$ cat config.mk
export PLATFORM = sky130hd
export DESIGN_NAME = edge_frame_sequencer
export DESIGN_NICKNAME = d
export VERILOG_FILES = /design/src/rtl/edge_pkg.sv /design/src/rtl/edge_win_addr_gen.sv /design/src/rtl/edge_frame_sequencer.sv
export SDC_FILE = /design/constraint.sdc
export NUM_CORES = 1
export LEC_CHECK = 0
export ABC_AREA = 1
export BUFFER_PORTS_ARGS = -buffer_cell sky130_fd_sc_hd__buf_2
export CAP_MARGIN = 10
export CORE_MARGIN = 2
export CORE_UTILIZATION = 45
export DETAILED_ROUTE_END_ITERATION = 8
export PLACE_DENSITY_LB_ADDON = 0.2
export SLEW_MARGIN = 30
export SYNTH_ARGS = -nofsm -noshare
export SYNTH_HDL_FRONTEND = slang
export SYNTH_SLANG_ARGS = --single-unit
$ cat constraint.sdc
create_clock -name clk -period 3.4 [get_ports clk]
set_clock_uncertainty 0.15 [all_clocks]
set_input_delay 0.51 -clock clk [delete_from_list [all_inputs] [get_ports clk]]
set_output_delay 0.51 -clock clk [all_outputs]
set_load 0.01 [all_outputs]
$ cat src/rtl/edge_pkg.sv
// Shared types and helpers for the edge-detect frame sequencer.
// Holds the sequencer state encoding, the kernel/pixel/result widths, and
// the small lookup functions that split a linear kernel index k (0..8)
// into its row and column within the 3x3 window.
package edge_pkg;

  typedef enum logic [2:0] {
    IDLE        = 3'd0,
    FETCH       = 3'd1,
    LAUNCH      = 3'd2,
    WAIT_RESULT = 3'd3,
    WRITE       = 3'd4,
    DONE        = 3'd5
  } seq_state_t;

  localparam int KSIZE  = 3;
  localparam int PIX_W  = 4;
  localparam int EDGE_W = 2;

  // Last kernel index that issues a read, and last FETCH cycle index.
  localparam logic [3:0] K_LAST_RD = 4'd8;
  localparam logic [3:0] K_LAST    = 4'd9;

  // Row of kernel element k (k / 3).
  function automatic logic [1:0] k_row(input logic [3:0] k);
    case (k)
      4'd0, 4'd1, 4'd2: k_row = 2'd0;
      4'd3, 4'd4, 4'd5: k_row = 2'd1;
      4'd6, 4'd7, 4'd8: k_row = 2'd2;
      default:          k_row = 2'd0;
    endcase
  endfunction

  // Column of kernel element k (k % 3).
  function automatic logic [1:0] k_col(input logic [3:0] k);
    case (k)
      4'd0, 4'd3, 4'd6: k_col = 2'd0;
      4'd1, 4'd4, 4'd7: k_col = 2'd1;
      4'd2, 4'd5, 4'd8: k_col = 2'd2;
      default:          k_col = 2'd0;
    endcase
  endfunction

endpackage

$ cat src/rtl/edge_win_addr_gen.sv
// Window / kernel address generator for the edge frame sequencer.
// Keeps the window position (r, c) and the FETCH cycle index k, and produces
// the registered pixel read strobe/address, the registered result address
// and a combinational last-window flag.
// Ports:
//   frame_start - IDLE is accepting start: clear r/c/k, first read next cycle
//   win_done    - WRITE cycle: advance to next window, restart k
//   fetch_step  - FETCH cycle: step k
//   out_load    - next cycle is WRITE: latch r*(IMG_W-2)+c into out_addr
//   pix_rd_en / pix_addr - pixel RAM read port (registered)
//   out_addr    - result RAM address (registered)
//   k_idx       - current FETCH cycle index 0..9
//   last_win    - current window is the final one of the frame
module edge_win_addr_gen
  import edge_pkg::*;
#(
  parameter int IMG_W      = 16,
  parameter int IMG_H      = 16,
  parameter int PIX_ADDR_W = 8,
  parameter int OUT_ADDR_W = 8
) (
  input  logic                  clk,
  input  logic                  nreset,
  input  logic                  frame_start,
  input  logic                  win_done,
  input  logic                  fetch_step,
  input  logic                  out_load,
  output logic                  pix_rd_en,
  output logic [PIX_ADDR_W-1:0] pix_addr,
  output logic [OUT_ADDR_W-1:0] out_addr,
  output logic [3:0]            k_idx,
  output logic                  last_win
);

  localparam int RW = $clog2(IMG_H);
  localparam int CW = $clog2(IMG_W);

  logic [RW-1:0]         r_q, r_d;
  logic [CW-1:0]         c_q, c_d;
  logic [3:0]            k_q, k_d;
  logic                  pix_rd_en_q, pix_rd_en_d;
  logic [PIX_ADDR_W-1:0] pix_addr_q, pix_addr_d;
  logic [OUT_ADDR_W-1:0] out_addr_q, out_addr_d;

  assign last_win  = (r_q == RW'(IMG_H - 3)) && (c_q == CW'(IMG_W - 3));
  assign pix_rd_en = pix_rd_en_q;
  assign pix_addr  = pix_addr_q;
  assign out_addr  = out_addr_q;
  assign k_idx     = k_q;

  // Next-state for counters and addresses. The read address is computed from
  // the next-cycle r/c/k so that the registered strobe lines up with FETCH k.
  always_comb begin
    r_d        = r_q;
    c_d        = c_q;
    k_d        = k_q;
    pix_addr_d = pix_addr_q;
    out_addr_d = out_addr_q;

    if (frame_start) begin
      r_d = RW'(1'b0);
      c_d = CW'(1'b0);
      k_d = 4'd0;
    end else if (win_done) begin
      k_d = 4'd0;
      if (!last_win) begin
        if (c_q == CW'(IMG_W - 3)) begin
          c_d = CW'(1'b0);
          r_d = r_q + RW'(1'b1);
        end else begin
          c_d = c_q + CW'(1'b1);
        end
      end else begin
        c_d = c_q;
      end
    end else if (fetch_step && (k_q != K_LAST)) begin
      k_d = k_q + 4'd1;
    end else begin
      k_d = k_q;
    end

    // A read is issued in every FETCH cycle whose index is 0..8.
    pix_rd_en_d = (frame_start || (win_done && !last_win) ||
                   (fetch_step && (k_q != K_LAST))) && (k_d <= K_LAST_RD);

    if (pix_rd_en_d) begin
      pix_addr_d = PIX_ADDR_W'((32'(r_d) + 32'(k_row(k_d))) * 32'(IMG_W) +
                               32'(c_d) + 32'(k_col(k_d)));
    end else begin
      pix_addr_d = pix_addr_q;
    end

    if (out_load) begin
      out_addr_d = OUT_ADDR_W'(32'(r_q) * 32'(IMG_W - 2) + 32'(c_q));
    end else begin
      out_addr_d = out_addr_q;
    end
  end

  // Counter and address registers.
  always_ff @(posedge clk or negedge nreset) begin
    if (!nreset) begin
      r_q         <= RW'(1'b0);
      c_q         <= CW'(1'b0);
      k_q         <= 4'd0;
      pix_rd_en_q <= 1'b0;
      pix_addr_q  <= PIX_ADDR_W'(1'b0);
      out_addr_q  <= OUT_ADDR_W'(1'b0);
    end else begin
      r_q         <= r_d;
      c_q         <= c_d;
      k_q         <= k_d;
      pix_rd_en_q <= pix_rd_en_d;
      pix_addr_q  <= pix_addr_d;
      out_addr_q  <= out_addr_d;
    end
  end

endmodule

$ cat src/rtl/edge_frame_sequencer.sv
// Frame-level controller for the edge-detect datapath.
// Raster-scans every interior 3x3 window of an IMG_W x IMG_H image held in a
// 1-cycle-latency pixel RAM, hands each window to the edge detector, waits for
// its result (bounded by TIMEOUT) and writes it to the result RAM.
// Ports:
//   start              - begin a frame (only honoured in IDLE)
//   busy / done        - activity flag / one-cycle frame-complete pulse
//   protoErr           - sticky timeout / unexpected-result flag, cleared on start
//   pixRdEn/pixAddr/pixRdData - pixel RAM read port
//   winData/winValid   - window [row][col] and launch pulse to the detector
//   edgeVal/edgeValValid - detector result
//   outWrEn/outAddr/outData - result RAM write port
module edge_frame_sequencer
  import edge_pkg::*;
#(
  parameter int IMG_W      = 16,
  parameter int IMG_H      = 16,
  parameter int PIX_ADDR_W = 8,
  parameter int OUT_ADDR_W = 8,
  parameter int TIMEOUT    = 16
) (
  input  logic                                      clk,
  input  logic                                      nreset,
  input  logic                                      start,
  output logic                                      busy,
  output logic                                      done,
  output logic                                      protoErr,
  output logic                                      pixRdEn,
  output logic [PIX_ADDR_W-1:0]                     pixAddr,
  input  logic [PIX_W-1:0]                          pixRdData,
  output logic [KSIZE-1:0][KSIZE-1:0][PIX_W-1:0]    winData,
  output logic                                      winValid,
  input  logic [EDGE_W-1:0]                         edgeVal,
  input  logic                                      edgeValValid,
  output logic                                      outWrEn,
  output logic [OUT_ADDR_W-1:0]                     outAddr,
  output logic [EDGE_W-1:0]                         outData
);

  localparam int TW = $clog2(TIMEOUT + 1);

  // Parameter sanity, evaluated at elaboration.
  if (IMG_W < 3) begin : g_chk_w
    $error("IMG_W must be at least 3");
  end
  if (IMG_H < 3) begin : g_chk_h
    $error("IMG_H must be at least 3");
  end
  if (PIX_ADDR_W < $clog2(IMG_W * IMG_H)) begin : g_chk_pa
    $error("PIX_ADDR_W too narrow for IMG_W*IMG_H");
  end
  if (OUT_ADDR_W < $clog2((IMG_W - 2) * (IMG_H - 2))) begin : g_chk_oa
    $error("OUT_ADDR_W too narrow for the result image");
  end
  if (TIMEOUT < 1) begin : g_chk_to
    $error("TIMEOUT must be at least 1");
  end

  seq_state_t state_q, state_d;
  logic [TW-1:0] tcnt_q, tcnt_d;
  logic err_q, err_d;
  logic busy_q, busy_d;
  logic done_q, done_d;
  logic win_valid_q, win_valid_d;
  logic out_wr_en_q, out_wr_en_d;
  logic [EDGE_W-1:0] out_data_q, out_data_d;
  logic [KSIZE-1:0][KSIZE-1:0][PIX_W-1:0] win_q, win_d;

  logic frame_start, win_done, fetch_step, out_load;
  logic [3:0] k_idx;
  logic last_win;

  edge_win_addr_gen #(
    .IMG_W     (IMG_W),
    .IMG_H     (IMG_H),
    .PIX_ADDR_W(PIX_ADDR_W),
    .OUT_ADDR_W(OUT_ADDR_W)
  ) u_addr_gen (
    .clk        (clk),
    .nreset     (nreset),
    .frame_start(frame_start),
    .win_done   (win_done),
    .fetch_step (fetch_step),
    .out_load   (out_load),
    .pix_rd_en  (pixRdEn),
    .pix_addr   (pixAddr),
    .out_addr   (outAddr),
    .k_idx      (k_idx),
    .last_win   (last_win)
  );

  assign busy     = busy_q;
  assign done     = done_q;
  assign protoErr = err_q;
  assign winValid = win_valid_q;
  assign winData  = win_q;
  assign outWrEn  = out_wr_en_q;
  assign outData  = out_data_q;

  // Sequencer next-state, window capture, timeout and error logic.
  always_comb begin
    state_d     = state_q;
    tcnt_d      = tcnt_q;
    err_d       = err_q;
    out_data_d  = out_data_q;
    win_d       = win_q;
    frame_start = 1'b0;
    win_done    = 1'b0;
    fetch_step  = 1'b0;
    out_load    = 1'b0;

    case (state_q)
      IDLE: begin
        if (start) begin
          state_d     = FETCH;
          frame_start = 1'b1;
          err_d       = 1'b0;
        end else begin
          state_d = IDLE;
        end
      end
      FETCH: begin
        fetch_step = 1'b1;
        // Data for read k-1 is on pixRdData during FETCH cycle k.
        if (k_idx != 4'd0) begin
          win_d[k_row(k_idx - 4'd1)][k_col(k_idx - 4'd1)] = pixRdData;
        end else begin
          win_d = win_q;
        end
        if (k_idx == K_LAST) begin
          state_d = LAUNCH;
        end else begin
          state_d = FETCH;
        end
      end
      LAUNCH: begin
        state_d = WAIT_RESULT;
        tcnt_d  = TW'(1'b0);
      end
      WAIT_RESULT: begin
        // A result arriving on the expiry cycle still counts as on time.
        if (edgeValValid) begin
          out_data_d = edgeVal;
          out_load   = 1'b1;
          state_d    = WRITE;
        end else if (tcnt_q == TW'(TIMEOUT - 1)) begin
          out_data_d = 2'd0;
          err_d      = 1'b1;
          out_load   = 1'b1;
          state_d    = WRITE;
        end else begin
          tcnt_d = tcnt_q + TW'(1'b1);
        end
      end
      WRITE: begin
        win_done = 1'b1;
        state_d  = last_win ? DONE : FETCH;
      end
      DONE: begin
        state_d = IDLE;
      end
      default: begin
        state_d = IDLE;
      end
    endcase

    // A result strobe outside WAIT_RESULT is a protocol error; it also
    // overrides the clear on an accepted start.
    if (edgeValValid && (state_q != WAIT_RESULT)) begin
      err_d = 1'b1;
    end else begin
      err_d = err_d;
    end

    busy_d      = (state_d != IDLE);
    done_d      = (state_d == DONE);
    win_valid_d = (state_d == LAUNCH);
    out_wr_en_d = (state_d == WRITE);
  end

  // Sequencer state and registered outputs.
  always_ff @(posedge clk or negedge nreset) begin
    if (!nreset) begin
      state_q     <= IDLE;
      tcnt_q      <= TW'(1'b0);
      err_q       <= 1'b0;
      busy_q      <= 1'b0;
      done_q      <= 1'b0;
      win_valid_q <= 1'b0;
      out_wr_en_q <= 1'b0;
      out_data_q  <= 2'd0;
      win_q       <= '0;
    end else begin
      state_q     <= state_d;
      tcnt_q      <= tcnt_d;
      err_q       <= err_d;
      busy_q      <= busy_d;
      done_q      <= done_d;
      win_valid_q <= win_valid_d;
      out_wr_en_q <= out_wr_en_d;
      out_data_q  <= out_data_d;
      win_q       <= win_d;
    end
  end

endmodule
# Word-level counts from Yosys, hierarchy flattened

Memory sizes are Yosys's and may differ from the RTL's.
Index checks and enable logic that the tools add are counted.

Register bits after elaboration: 80
Bits in read-only memories: 128
Input port bits: 10
Output and inout bits: 60
Word-level logic and storage cells: 125
Memories kept: 4

$add $sub $neg: 9
$mul: 1
Magnitude comparators: 5
Eq/ne operators: 18
Mux-type cells: 45
Reductions and logical operators: 20

Memories:

| memory          | words | width | rd ports | clocked after memory_dff | write ports | line           | RTL |
|---|---|---|---|---|---|---|---|
| (no name shown) | 16    | 2     | 1        | 0                        | 0           | edge_pkg.sv:36 | `case (k)` |
| (no name shown) | 16    | 2     | 1        | 0                        | 0           | edge_pkg.sv:26 | `case (k)` |
| (no name shown) | 16    | 2     | 1        | 0                        | 0           | edge_pkg.sv:26 |  |
| (no name shown) | 16    | 2     | 1        | 0                        | 0           | edge_pkg.sv:36 |  |

Operators with widths:

| operator              | count |
|---|---|
| $mux W4               | 12 |
| $bwmux W36            | 1 |
| $demux W12 S2         | 1 |
| $mux W2               | 9 |
| $add A8 B4 Y8         | 2 |
| $pmux W3 S5           | 1 |
| $add A4 B1 Y4 const B | 3 |
| $eq A4 B4 Y1 const B  | 3 |
| $mux W1               | 12 |
| $mux W12              | 1 |
| $mux W5               | 2 |
| $pmux W5 S2           | 1 |
| $eq A3 B2 Y1 const B  | 3 |
| $eq A3 B3 Y1 const B  | 3 |
| $mux W3               | 3 |
| $ne A3 B3 Y1 const B  | 3 |
| $add A8 B2 Y8         | 1 |
| $demux W4 S2          | 1 |
| $logic_and A1 B1 Y1   | 7 |
| $mul A4 B3 Y7 const B | 1 |
| $lt A2 B3 Y1 const B  | 2 |
| $reduce_bool A3 Y1    | 2 |
| $add A5 B1 Y5 const B | 1 |
| $eq A5 B4 Y1 const B  | 1 |
| 17 further kinds      | 22 |

# Longest topological paths before layout

Word-level depth: 12
Mapped depth: 22

# Modules after synthesis

A second synthesis with hierarchy kept.

Cells, all modules: 584
Area total of the unflattened synthesis: 4755.8 um2

Modules (own cells, without submodules):

| module               | times used | cells each | area each (um2) | sequential area each (um2) |
|---|---|---|---|---|
| edge_frame_sequencer | 1          | 313        | 2536.2          | 1276.2 |
| edge_win_addr_gen    | 1          | 271        | 2219.6          | 725.7 |

# Worst setup path after synthesis

No wires, ideal clock.

Path type: flip-flop to flip-flop
From: register u_addr_gen.k_q[1] (netlist: u_addr_gen.k_idx[1])
To: register u_addr_gen.pix_addr_q[7] (netlist: u_addr_gen.pix_addr[7])
Library setup time: 0.117 ns
Arrival time: 2.829 ns
Required time: 3.133 ns
Slack: 0.304 ns
Cell stages (with the launch flop): 17
Path buffers: 0
Cells stage by stage: dfrtp_1 inv_1 ha_1 nand3_1 nand2_2 nor2_1 nor3_1 inv_1 ha_1 a21oi_2 nor2_1 fa_1 nand3_1 nor2_1 nand2_1 nand3_1 nand2_1

Longest elaborated chain between the ends: 10

RTL lines:

| item                                                                  | line                     | RTL |
|---|---|---|
| start, declared                                                       | edge_win_addr_gen.sv:40  | `logic [3:0] k_q, k_d;` |
| start signal, assigned                                                | edge_win_addr_gen.sv:112 | `k_q <= k_d;` |
| parallel branches: the longest is 2 deep, another holds $add A4 B1 Y4 | --                       |  |
| $mux W4 (*)                                                           | edge_win_addr_gen.sv:76  | `end else if (fetch_step && (k_q != K_LAST)) begin` |
| $mux W4 (*)                                                           | edge_win_addr_gen.sv:64  | `end else if (win_done) begin` |
| $mux W4 (*)                                                           | edge_win_addr_gen.sv:60  | `if (frame_start) begin` |
| net u_addr_gen.k_d[1]                                                 | edge_win_addr_gen.sv:40  |  |
| $mem_v2 Z16 W2                                                        | --                       |  |
| $mux W2                                                               | edge_win_addr_gen.sv:86  | `if (pix_rd_en_d) begin` |
| $add A4 B2 Y4                                                         | edge_win_addr_gen.sv:87  | `pix_addr_d = PIX_ADDR_W'((32'(r_d) + 32'(k_row(k_d))) * 32'(IMG_W) +` |
| $add A8 B4 Y8                                                         | edge_win_addr_gen.sv:87  |  |
| $add A8 B2 Y8                                                         | edge_win_addr_gen.sv:88  | `32'(c_d) + 32'(k_col(k_d)));` |
| end signal, assigned                                                  | edge_win_addr_gen.sv:107 | `pix_addr_q <= PIX_ADDR_W'(1'b0);` |
| end signal, assigned                                                  | edge_win_addr_gen.sv:114 | `pix_addr_q <= pix_addr_d;` |
| end, declared                                                         | edge_win_addr_gen.sv:42  | `logic [PIX_ADDR_W-1:0] pix_addr_q, pix_addr_d;` |

Mark *: on every way through the listed nets, which the timed path passes. The select of a mux whose other input is x is not followed.
A chain may end at the register's enable or synchronous reset.

# Final worst setup path

From: register u_addr_gen.k_q[1] (netlist: u_addr_gen.k_idx[1])
To: register u_addr_gen.pix_addr_q[7] (netlist: u_addr_gen.pix_addr[7])

Longest elaborated chain between the ends: 10

RTL lines:

| item                    | line |
|---|---|
| $ne A4 B4 Y1 (*)        | edge_win_addr_gen.sv:76 |
| $logic_and A1 B1 Y1 (*) | edge_win_addr_gen.sv:76 |
| $mux W4 (*)             | edge_win_addr_gen.sv:76 |
| $mux W4 (*)             | edge_win_addr_gen.sv:64 |
| $mux W4 (*)             | edge_win_addr_gen.sv:60 |
| net u_addr_gen.k_d[0]   | edge_win_addr_gen.sv:40 |
| $mem_v2 Z16 W2          | -- |
| $mux W2                 | edge_win_addr_gen.sv:86 |
| $add A4 B2 Y4           | edge_win_addr_gen.sv:87 |
| $add A8 B4 Y8           | edge_win_addr_gen.sv:87 |
| $add A8 B2 Y8           | edge_win_addr_gen.sv:88 |

The timed path passes the listed nets; every way through them passes the cells marked *. The select of a mux whose other input is x is not followed.

==> impl_summary.log <==
INFO  metric synth_top_cells_by_count = nand2_1, dfrtp_1, inv_1
INFO  metric clk_latency = between 300 and 400 ps
INFO  metric number_of_antenna_violations_at_the_first_check_in_global_routing = 0
INFO  metric boundaryPins = 70
INFO  metric remaining_overflow_grt = 0
INFO  metric setup_viol = 0
INFO  metric floorplan_core_area = approximately 9300 um2
INFO  metric drcViolationCount = 0
INFO  metric clock_tree.root_cell = clkbuf_8
INFO  metric place.port_buffers = 69
INFO  metric ratio_of_cells_with_drive_above_1_in_the_final_layout = roughly a quarter
INFO  metric finalCriticalPeriod = around 3100 ps
INFO  metric firstDrtPassIters = 4
INFO  metric portion_of_the_post_synthesis_area_used_by_sequential_elements = roughly 46%
INFO  metric cp-end-kind = flop
INFO  metric tightest_slew = around 700 ps
INFO  metric regToRegEndpoint = u_addr_gen.pix_addr[7]$_DFFE_PN0P_
INFO  metric dr.first_iter.drc_count = roughly 120
INFO  metric placement.cell_area = between 4000 and 5000 um2
INFO  metric critical_path_peak_fanout = 5
INFO  metric worst-r2r-cell-count = 17
INFO  metric dominantRegCellSynth = dfrtp_1
INFO  metric routed-via-count = approximately 3500
INFO  metric clock_path_buffers = 2
INFO  metric fp.dieArea = 10400 um2
INFO  metric place_worst_setup_slack = approximately 160 ps
INFO  metric powerDensity = between 900 and 1000 nW/um2
INFO  metric insertedDiodeCount = 0
INFO  metric yosys_warnings = 0
INFO  metric cts-buffers-inserted = 9
INFO  metric status = completed
INFO  metric detail_route.wl_per_cell = between 10 and 15 um
INFO  metric ant_nets = 0
INFO  metric rows = 35
INFO  metric grt_pass1_wl = between 10000 and 15000 um
INFO  metric max_freq = about 320 MHz
INFO  metric ys_top_cells_by_area = dfrtp_1, nand2_1, ha_1
INFO  metric synth_most_common_cell = nand2_1
INFO  metric cts.clk_slew.worst_paths = ~80 ps
INFO  metric crit-reg2reg-launch = u_addr_gen.k_idx[1]$_DFF_PN0_
INFO  metric reg2reg_slack = roughly 250 ps
INFO  metric cts_tree = built
INFO  metric layout.nets = ~630
INFO  metric worstSetupStartpointType = flop
INFO  metric fin_util = a little under three fifths
INFO  metric final_min_period_over_clock_period = 92.6%
INFO  metric grt_start_max_net_pins = between 80 and 90
INFO  metric synth_nets = 543
INFO  metric layout.cell_area.non_filler = ~5100 um2
INFO  metric final.hold.worst_slack = ~32 ps
INFO  metric cts_hold_buffers = 0
INFO  metric flow.area_growth_from_synthesis = 18.7%
INFO  metric synth_enable_flop_cells = 0
INFO  metric ys_ff_latch = 80
INFO  metric synth_cells = 499
INFO  metric setup_tns = 0 ps
INFO  metric criticalPathCategory = reg2reg
INFO  metric syn_area_per_cell = 8.67 um2
INFO  metric critical_path_required = roughly 3500 ps
INFO  metric grt_pass1_vias = about 3300
INFO  metric cts.sink_count = 80
INFO  metric mappedNetlistArea = approximately 4300 um2
INFO  metric chipHeight = 102 um
INFO  metric final_hold_violations = 0
INFO  metric total_leakage_power = roughly 2.8 nW
INFO  metric synth_area_leader_cell = dfrtp_1
INFO  metric ctsHtreeMaxLevel = 3
INFO  metric final.setup.worst_slack = around 250 ps
INFO  metric die_x = slightly above 100 um
INFO  metric detailed_place_hpwl = 6500 um
INFO  metric initial_utilization = between 40 and 50%
INFO  metric synth_top_cell_area_share = 46.3%
INFO  metric synthArstFlopShare = 100%
INFO  metric critPathArrivalTime = 3250 ps
INFO  metric hold_class = in2async
INFO  metric gp_congestion = around 0.86
INFO  metric ys_types = 35
INFO  metric routed_wl = approximately 8800 um
INFO  metric grt.total_usage = 18.0%
INFO  metric ir_drop = between 0.3 and 0.4 mV
INFO  metric drv.max_cap_violation_count = 0
INFO  metric drt-vias-per-instance = roughly 4.9
INFO  metric timing.max_slew.rel_slack = between 50% and 60%
INFO  metric finalMaxSlewViolations = 0
-- through the flow --
step,std cells,total power [mW]
floorplan,499,3.33
global placement,699,4.00
detailed placement,699,4.06
CTS,715,4.93
global route,715,5.40
finish,715,4.93
-- what timing repair did --
item	4_1_cts	5_1_grt
gates resized for setup	0	11
setup buffers	0	0
setup endpoints to repair	0	6
-- critical path, stage by stage (launching register included) --
cell,delay [ps]
dfrtp_2,450
inv_2,110
ha_1,140
nand3_1,100
nand2_2,140
inv_2,70
nor2_1,120
nor3_2,60
buf_4,150
ha_1,190
o21a_1,180
ha_1,210
fa_1,580
nand3_1,120
nor2_1,100
nand2_1,60
nand3_1,70
nand2_1,50
-- logic make-up (layout without fill, tap and decap cells) --
group / Yosys count / count (layout) / share of synthesized area, %
buffers and inverters: 71 / 158 / 6.36
flip-flops: 80 / 80 / 46.3
AND/OR/NAND/NOR: 217 / 217 / 22.6
XOR/XNOR: 12 / 12 / 2.60
AO/OA/AOI/OAI: 85 / 85 / 11.1
adder cells (fa/ha/maj): 34 / 34 / 11.0
-- where the power goes --
part | switching, mW | leakage, nW | internal (mW)
clock network | 0.355 | 0.124 | 0.508
logic | 1.55 | 1.63 | 0.930
registers | 0.236 | 1.01 | 1.35
-- layer usage --
metal  up-vias  GRT usage (%)  routed length, um
met4         0           7.59                123
met2        71           31.4               4360
li1       1761              -                  -
met5         -              0                  0
met3         8           3.56                349
met1      1630           21.9               4000
-- placed cells by master (no fill, tap or decap), types with 3 or more instances in the layout --
cell,count
nand3_2,3
o21ai_1,7
fa_1,7
xor2_1,8
nor2_1,27
ha_1,27
dfrtp_1,79
bufinv_16,3
nor2_2,7
nand2_2,10
nor3_1,4
inv_1,59
nand2_1,129
nand3_1,24
o21ai_0,49
nand4_1,3
buf_4,4
nor3_4,3
clkbuf_8,10
buf_2,68
a21oi_1,15
o21ai_2,4
inv_2,10
-- flip-flops by register name (all words and copies together), names as in the netlist --
register and flops:
u_addr_gen.r_q 4, done 1, tcnt_q 5, outData 2, u_addr_gen.pix_addr 8, busy 1, u_addr_gen.c_q 4, winValid 1
u_addr_gen.pix_rd_en 1, protoErr 1, outWrEn 1, winData 36, state_q 3, u_addr_gen.out_addr 8, u_addr_gen.k_idx 4
-- how the worst max path moves through the flow --
stage / endpoint / start / slack (ps) / depth (start not counted)
after global placement: u_addr_gen.pix_addr[5]$_DFFE_PN0P_ / u_addr_gen.k_idx[1]$_DFF_PN0_ / 210 / 18
after CTS: u_addr_gen.pix_addr[5]$_DFFE_PN0P_ / u_addr_gen.k_idx[1]$_DFF_PN0_ / 120 / 18
after global routing: u_addr_gen.pix_addr[7]$_DFFE_PN0P_ / u_addr_gen.k_idx[1]$_DFF_PN0_ / -10 / 21
final: u_addr_gen.pix_addr[7]$_DFFE_PN0P_ / u_addr_gen.k_idx[1]$_DFF_PN0_ / 250 / 17
after floorplan: u_addr_gen.pix_addr[7]$_DFFE_PN0P_ / u_addr_gen.k_idx[1]$_DFF_PN0_ / 300 / 16
after detailed placement: u_addr_gen.pix_addr[5]$_DFFE_PN0P_ / u_addr_gen.k_idx[1]$_DFF_PN0_ / 160 / 18
-- area by class of cell --
cell class | instances | area, um2
tap | 129 | 161
clock inverter | 5 | 104
inverter | 69 | 259
timing repair buffer | 73 | 382
sequential | 80 | 2000
multi-input combinational | 348 | 2080
fill | 897 | 4150
clock buffer | 11 | 141
(Power assumes the default switching activity.)
